[src/rtl/minisys_io_pkg.sv]
// minisys_io_pkg: FSM states, active-low 7-seg code table and decode helpers
package minisys_io_pkg;
  typedef enum logic [1:0] {HOLD, IDLE, APPLY} state_t;
  localparam logic [7:0] SEG_HEX [16] = '{
    8'hC0, 8'hF9, 8'hA4, 8'hB0, 8'h99, 8'h92, 8'h82, 8'hF8,
    8'h80, 8'h90, 8'h88, 8'h83, 8'hC6, 8'hA1, 8'h86, 8'h8E
  };
  function automatic logic seg_known(input logic [7:0] p);
    seg_known = 1'b0;
    for (int k = 0; k < 16; k++) if (p[6:0] == SEG_HEX[k][6:0]) seg_known = 1'b1;
  endfunction
  function automatic logic [3:0] seg_hex(input logic [7:0] p);
    seg_hex = 4'h0;
    for (int k = 0; k < 16; k++) if (p[6:0] == SEG_HEX[k][6:0]) seg_hex = 4'(k);
  endfunction
endpackage

[src/rtl/minisys_sw_fifo.sv]
// minisys_sw_fifo: synchronous FIFO, head visible on dout with no read latency
module minisys_sw_fifo #(
  parameter int WIDTH = 24,
  parameter int DEPTH = 16
) (
  input  logic             clk,
  input  logic             rst,
  input  logic             push,
  input  logic             pop,
  input  logic [WIDTH-1:0] din,
  output logic [WIDTH-1:0] dout,
  output logic             full,
  output logic             empty
);
  localparam int AW = $clog2(DEPTH);
  logic [WIDTH-1:0] mem [DEPTH];
  logic [AW-1:0] wp, rp;
  logic [AW:0] cnt;
  logic do_push, do_pop;
  assign do_pop = pop && !empty;
  assign do_push = push && (!full || do_pop);
  assign full = cnt == (AW+1)'(DEPTH);
  assign empty = cnt == '0;
  assign dout = mem[rp];
  always_ff @(posedge clk) begin
    if (rst) begin
      wp <= '0;
      rp <= '0;
      cnt <= '0;
    end else begin
      if (do_push) wp <= wp + AW'(1);
      if (do_pop) rp <= rp + AW'(1);
      cnt <= cnt + (AW+1)'(do_push) - (AW+1)'(do_pop);
    end
  end
  always_ff @(posedge clk) if (do_push) mem[wp] <= din;
endmodule

[src/rtl/minisys_io_harness.sv]
// minisys_io_harness: core reset stretch, queued switch playback, LED change count and tube capture
// Optional TUBE_DECODE_EN adds digit_hex/decode_err outputs.
module minisys_io_harness import minisys_io_pkg::*; #(
  parameter int SW_W     = 24,
  parameter int LED_W    = 24,
  parameter int DIGITS   = 8,
  parameter int RST_HOLD = 350,
  parameter int DWELL    = 1000,
  parameter int DEPTH    = 16
) (
  input  logic                  clk,
  input  logic                  rst,
  output logic                  core_rst,
  input  logic                  sw_push,
  input  logic [SW_W-1:0]       sw_push_data,
  output logic                  sw_full,
  output logic                  sw_busy,
  output logic [SW_W-1:0]       switch_out,
  input  logic [LED_W-1:0]      led_in,
  output logic [15:0]           led_change_cnt,
  input  logic [7:0]            tube_data,
  input  logic [DIGITS-1:0]     tube_addr,
  output logic [8*DIGITS-1:0]   digit_shadow,
  output logic                  scan_done
`ifdef TUBE_DECODE_EN
  ,
  output logic [4*DIGITS-1:0]   digit_hex,
  output logic                  decode_err
`endif
);
  localparam int HW = $clog2(RST_HOLD + 2);
  localparam int DW = $clog2(DWELL + 1);
  state_t state, state_nx;
  logic [HW-1:0] hold_cnt;
  logic [DW-1:0] dwell;
  logic [SW_W-1:0] head;
  logic fifo_empty, pop, last;
  logic [LED_W-1:0] led_prev;
  logic [DIGITS-1:0] sel, hit, visited, vis_nx;
  minisys_sw_fifo #(.WIDTH(SW_W), .DEPTH(DEPTH)) u_fifo (
    .clk(clk), .rst(rst), .push(sw_push), .pop(pop), .din(sw_push_data),
    .dout(head), .full(sw_full), .empty(fifo_empty)
  );
  assign last = dwell == DW'(DWELL - 1);
  assign core_rst = state == HOLD;
  assign sw_busy = state == APPLY || !fifo_empty;
  always_comb begin
    pop = (state == IDLE || (state == APPLY && last)) && !fifo_empty;
    state_nx = state == HOLD ? (hold_cnt == HW'(RST_HOLD) ? IDLE : HOLD)
             : state == IDLE ? (fifo_empty ? IDLE : APPLY)
             : (last && fifo_empty ? IDLE : APPLY);
  end
  always_ff @(posedge clk) begin
    if (rst) begin
      state <= HOLD;
      hold_cnt <= '0;
      dwell <= '0;
      switch_out <= '0;
    end else begin
      state <= state_nx;
      if (state == HOLD) hold_cnt <= hold_cnt + HW'(1);
      dwell <= (pop || state != APPLY) ? '0 : dwell + DW'(1);
      if (pop) switch_out <= head;
    end
  end
  always_ff @(posedge clk) begin
    if (rst) begin
      led_prev <= '0;
      led_change_cnt <= '0;
    end else begin
      led_prev <= led_in;
      if (!core_rst && led_in != led_prev && led_change_cnt != 16'hFFFF)
        led_change_cnt <= led_change_cnt + 16'd1;
    end
  end
  // A legal select drives exactly one digit line low
  assign sel = ~tube_addr;
  assign hit = $onehot(sel) ? sel : '0;
  assign vis_nx = visited | hit;
  always_ff @(posedge clk) begin
    if (rst) begin
      digit_shadow <= '1;
      visited <= '0;
      scan_done <= 1'b0;
    end else begin
      for (int i = 0; i < DIGITS; i++) if (hit[i]) digit_shadow[8*i +: 8] <= tube_data;
      scan_done <= &vis_nx;
      visited <= &vis_nx ? '0 : vis_nx;
    end
  end
`ifdef TUBE_DECODE_EN
  for (genvar g = 0; g < DIGITS; g++) begin : g_dec
    assign digit_hex[4*g +: 4] = seg_hex(digit_shadow[8*g +: 8]);
  end
  // Only captured patterns can flag an error, so the blank reset shadow does not
  always_ff @(posedge clk) begin
    if (rst) decode_err <= 1'b0;
    else if (|hit && !seg_known(tube_data)) decode_err <= 1'b1;
  end
`endif
endmodule
[config.mk]
export PLATFORM = sky130hd
export DESIGN_NAME = minisys_io_harness
export DESIGN_NICKNAME = d
export VERILOG_FILES = /design/src/rtl/minisys_io_pkg.sv /design/src/rtl/minisys_sw_fifo.sv /design/src/rtl/minisys_io_harness.sv
export SDC_FILE = /design/constraint.sdc
export NUM_CORES = 1
export LEC_CHECK = 0
export CORE_UTILIZATION = 49
export DETAILED_ROUTE_END_ITERATION = 10
export MAX_ROUTING_LAYER = met4
export PLACE_DENSITY = 0.66
export SYNTH_ARGS = -nofsm -noshare
export SYNTH_HDL_FRONTEND = slang
export SYNTH_SLANG_ARGS = --single-unit
[constraint.sdc]
create_clock -name clk -period 6.5 [get_ports clk]
set_clock_uncertainty 0.15 [all_clocks]
set_input_delay 1.3 -clock clk [delete_from_list [all_inputs] [get_ports clk]]
set_output_delay 1.3 -clock clk [all_outputs]
set_load 0.02 [all_outputs]
==> results_tabular.tex <==
\begin{tabular}{lr}
\hline
Metric & Value \\
\hline
\multicolumn{2}{l}{\textbf{Final layout}} \\
Area taken by multi-input logic gates & 6217 um2 \\
Proportion of layout cells with a drive suffix above 1 & 15.37\% \\
End-of-flow core utilization & approximately 60\% \\
Area growth from synthesis to final layout & 20.01\% \\
Number of cells in the finished layout apart from fillers & 2194 \\
Post-layout net count & 1649 \\
Sequential cell area & approximately 15000 um2 \\
Count of fill cells added during filler insertion & 3344 \\
\multicolumn{2}{l}{\textbf{Timing}} \\
Relative slew margins & 19.58\% \\
Max frequency & 0.1903 GHz \\
Worst slew pin tran & 1.203 ns \\
Setup tns final & 0 ns \\
Post-route clock period utilization & 80.86\% \\
Final slew viol count & 0 \\
Fin Hold WS & 0.3082 ns \\
Total count of hold-check failures in the final report & 0 \\
Clock period minus final worst setup slack & 5.256 ns \\
Setup repair after global routing missed its margin & false \\
Number of endpoints failing setup at the final stage & 0 \\
\multicolumn{2}{l}{\textbf{Floorplan}} \\
Site row count & 76 \\
Initial cell density of the core & 49.81\% \\
Die footprint & between 40000 and 50000 um2 \\
Horizontal extent of the die & roughly 210 um \\
Num ports & 175 \\
Core box area & approximately 43000 um2 \\
Die outline height & 211.5 um \\
\multicolumn{2}{l}{\textbf{Routing}} \\
Drt wl/cell & 21.86 um \\
Total length of routed wires & 47970 um \\
ANT nets after route & 0 \\
Number of detailed-routing iterations run before antenna repair & 5 \\
Via count & between 10k and 15k \\
Vias per cell & 5.559 \\
Post-route DRC violation count & 0 \\
Iter 0 DRT Violations & 955 \\
\multicolumn{2}{l}{\textbf{Synthesis}} \\
Area share of the largest cell type after synthesis & 53.62\% \\
Largest cells by area after synthesis & edfxtp\_1 (54\%), dfxtp\_1 (16\%), mux4\_2 (10\%), nand2\_1 (2.6\%), nand3b\_1 (2.2\%) \\
Synth area leader & edfxtp\_1 \\
EDFF count, synth & 384 \\
Total of flip-flops plus latches after synthesis & roughly 560 \\
Post-Synthesis Net Count & 1470 \\
Share of synthesized area occupied by flip-flops and latches & 69.54\% \\
Yosys warning count & 0 \\
Most instantiated flip-flop cell in the synthesis netlist & edfxtp\_1 \\
Syn avg cell area & 15.58 um2 \\
Number of library cell types mapped by synthesis & 54 \\
Cells after synthesis & between 1k and 1.5k \\
Share of async-settable or async-resettable flops after synthesis & 0\% \\
Cell area after synthesis & between 20000 and 25000 um2 \\
\multicolumn{2}{l}{\textbf{Global routing}} \\
Pin count of the biggest net entering global routing & 86 \\
Overall Global Routing Usage & 22.53\% \\
Remaining global-route overflow & 0 \\
Number of global-route vias before repair & $\sim$12k \\
Wire length of the first global-routing pass & 72200 um \\
Number of antenna violations at the first check in global routing & 2 \\
\multicolumn{2}{l}{\textbf{Place}} \\
Number of buffers added on ports & between 150 and 200 \\
HPWL after DPL & 27340 um \\
Number of cells after detailed placement & $\sim$2.1k \\
GPL Wtd Cong & roughly 0.80 \\
\multicolumn{2}{l}{\textbf{Clock network}} \\
Number of levels in the clock H-tree & 2 \\
Clock Sinks & between 500 and 600 \\
Post-CTS Setup Repair Bufs & 0 \\
Insertion delay of the later-clocked pin in the worst-skew pair & 0.62 ns \\
Number of clock buffers inserted by TritonCTS & 56 \\
Cells resized by post-CTS repair & 0 \\
CTS root buffer & clkbuf\_16 \\
Max Root-Sink Buffers & 3 \\
Clock tree from TritonCTS & done \\
Clock Pin Slew Worst Setup and Hold Paths & 0.06 ns \\
Hold\_buf cts & 0 \\
\multicolumn{2}{l}{\textbf{Pwr}} \\
Switching share of power & 23.66\% \\
Power share of the clock group & 39.7\% \\
Psw & 1927 uW \\
Worst voltage drop across the vdd grid & 0.0002484 V \\
Sequential share of power & slightly below 50\% \\
Total power per unit cell area & 315.7 nW/um2 \\
Cell-internal power & 6221 uW \\
Proportion of power drawn by combinational gates & a little over a tenth \\
Leakage power & slightly below 0.009 uW \\
\multicolumn{2}{l}{\textbf{Hold path}} \\
Min-Delay Path Class & flip-flop to flip-flop \\
\multicolumn{2}{l}{\textbf{Worst setup path}} \\
Class of the most critical setup path & input port to flip-flop \\
Sort of element at the start of the critical path & input port \\
Largest fanout on the critical path & 10 \\
Critical Path End Type & flip-flop \\
Crit path DAT & approximately 5.6 ns \\
Critical R2R Capture & u\_fifo.cnt[4] \\
Start point of the critical path & tube\_addr[0] \\
Worst reg2reg startpoint & dwell[0] \\
Destination of the critical timing path & visited[4] \\
Number of cell instances on the worst register-to-register path & 14 \\
Req. time, crit path & between 6 and 7 ns \\
Worst reg2reg setup slack & 2.63 ns \\
\multicolumn{2}{l}{\textbf{Outcome}} \\
Run status & finished, final reports clean \\
\multicolumn{2}{l}{\textbf{Job}} \\
Max-cap violations & 0 \\
\hline
\end{tabular}
## through the flow
stage	worst slack (ns)	cell area (um2)	power [uW]
2_1_floorplan	1.481	21510	4590
3_3_place_gp	0.8599	23940	4961
3_5_place_dp	0.7037	23940	4992
4_1_cts	1.313	25800	8220
5_1_grt	0.9993	25810	8452
6_report	1.244	25810	8148
## power by group through the flow
stage | sequential, uW | combinational [uW] | clock [uW]
2_1_floorplan | 4180 | 408 | 0
3_3_place_gp | 4100 | 857 | 0
3_5_place_dp | 4110 | 883 | 0
4_1_cts | 4030 | 889 | 3300
5_1_grt | 4050 | 975 | 3430
6_report | 4030 | 879 | 3240
## per-layer routing
metal	global-route usage [%]	up-vias	part of all wire [%]
met4	6.997	0	2.2
met1	30.03	6119	44
li1	-	5596	-
met3	4.258	63	6.6
met5	-	-	0
met2	35.23	419	48
## flip-flops by register name (all words and copies together) (netlist names)
signal / cells
dwell: 10
u_fifo.mem: 384
u_fifo.cnt: 5
switch_out: 24
state: 2
led_change_cnt: 16
scan_done: 1
u_fifo.rp: 4
u_fifo.wp: 4
visited: 8
hold_cnt: 9
digit_shadow: 64
led_prev: 24
## critical path, cell delays in order
cell and delay [ns]:
clkdlybuf4s50_1 0.48, fa_1 0.57, inv_1 0.05, fa_1 0.46, fa_1 0.50, ha_1 0.17, inv_1 0.06, fa_1 0.44
a31oi_2 0.38, nor3_2 0.09, buf_4 0.19, o22a_1 0.21, a31oi_1 0.51, nor2b_1 0.22
## layout make-up
| class | count | area share, % |
|---|---|---|
| Timing Repair Buffer | 197 | 7.456 |
| Inverter | 28 | 0.4072 |
| Tap cell | 585 | 2.836 |
| Sequential cell | 555 | 57.97 |
| Antenna cell | 2 | 0.01939 |
| Clock inverter | 24 | 1.091 |
| Clock buffer | 82 | 6.128 |
| Multi-Input combinational cell | 721 | 24.09 |
## cell usage in the layout, fill, tap and decap left out, types with 7 or more instances in the layout
cell type	count
xnor2_1	9
o22ai_1	24
xor2_1	39
nand4_1	10
a21oi_1	11
dfxtp_1	169
or3_1	8
nor2_1	51
clkbuf_1	20
ha_1	18
nor2b_1	35
nand2b_1	31
edfxtp_1	384
nor3_1	8
clkbuf_16	58
nor4_1	9
mux2_2	7
a22o_1	24
nand2_1	148
nand3b_1	64
inv_1	28
a221oi_1	24
mux4_2	96
clkinv_2	10
buf_4	23
clkdlybuf4s50_1	173
nand3_1	19
nor2_2	10
nor3_2	9
## cells by family (layout without fill, tap and decap cells)
group,Yosys count,count (layout),share of synthesized area [%]
other,0,2,0
AOI/OAI and AO/OA,115,115,4.038
muxes,106,106,10.56
DFF,555,555,69.54
xor gates and xnor gates,48,48,1.955
buffers and inverters,104,331,1.978
adders and majority gates,23,23,1.513
and+or+nand+nor,429,429,10.42
## synth_stat cells (4+ instances only)
library cell	count
a21oi_1	11
a221oi_1	24
a22o_1	24
a31oi_1	5
buf_1	10
buf_2	16
clkbuf_1	48
dfxtp_1	171
edfxtp_1	384
fa_1	5
ha_1	18
inv_1	28
mux2_2	7
mux4_2	96
nand2_1	148
nand2b_1	31
nand3_1	19
nand3b_1	64
nand4_1	10
nor2_1	65
nor2b_1	37
nor3_1	12
nor3_2	5
nor4_1	9
o21a_1	4
o21ai_0	6
o22ai_1	24
o31ai_1	4
or3_1	8
or4_1	5
xnor2_1	9
xor2_1	39
## how the worst min path moves through the flow
stage,startpoint,to,cells after the start
after global routing,digit_shadow[41],digit_shadow[41],2
after detailed placement,dwell[0],dwell[0],1
after floorplan,dwell[0],dwell[0],1
final,dwell[0],dwell[0],1
after CTS,dwell[0],dwell[0],1
after global placement,dwell[0],dwell[0],1
Note: power is estimated with default switching activity, not from simulation.
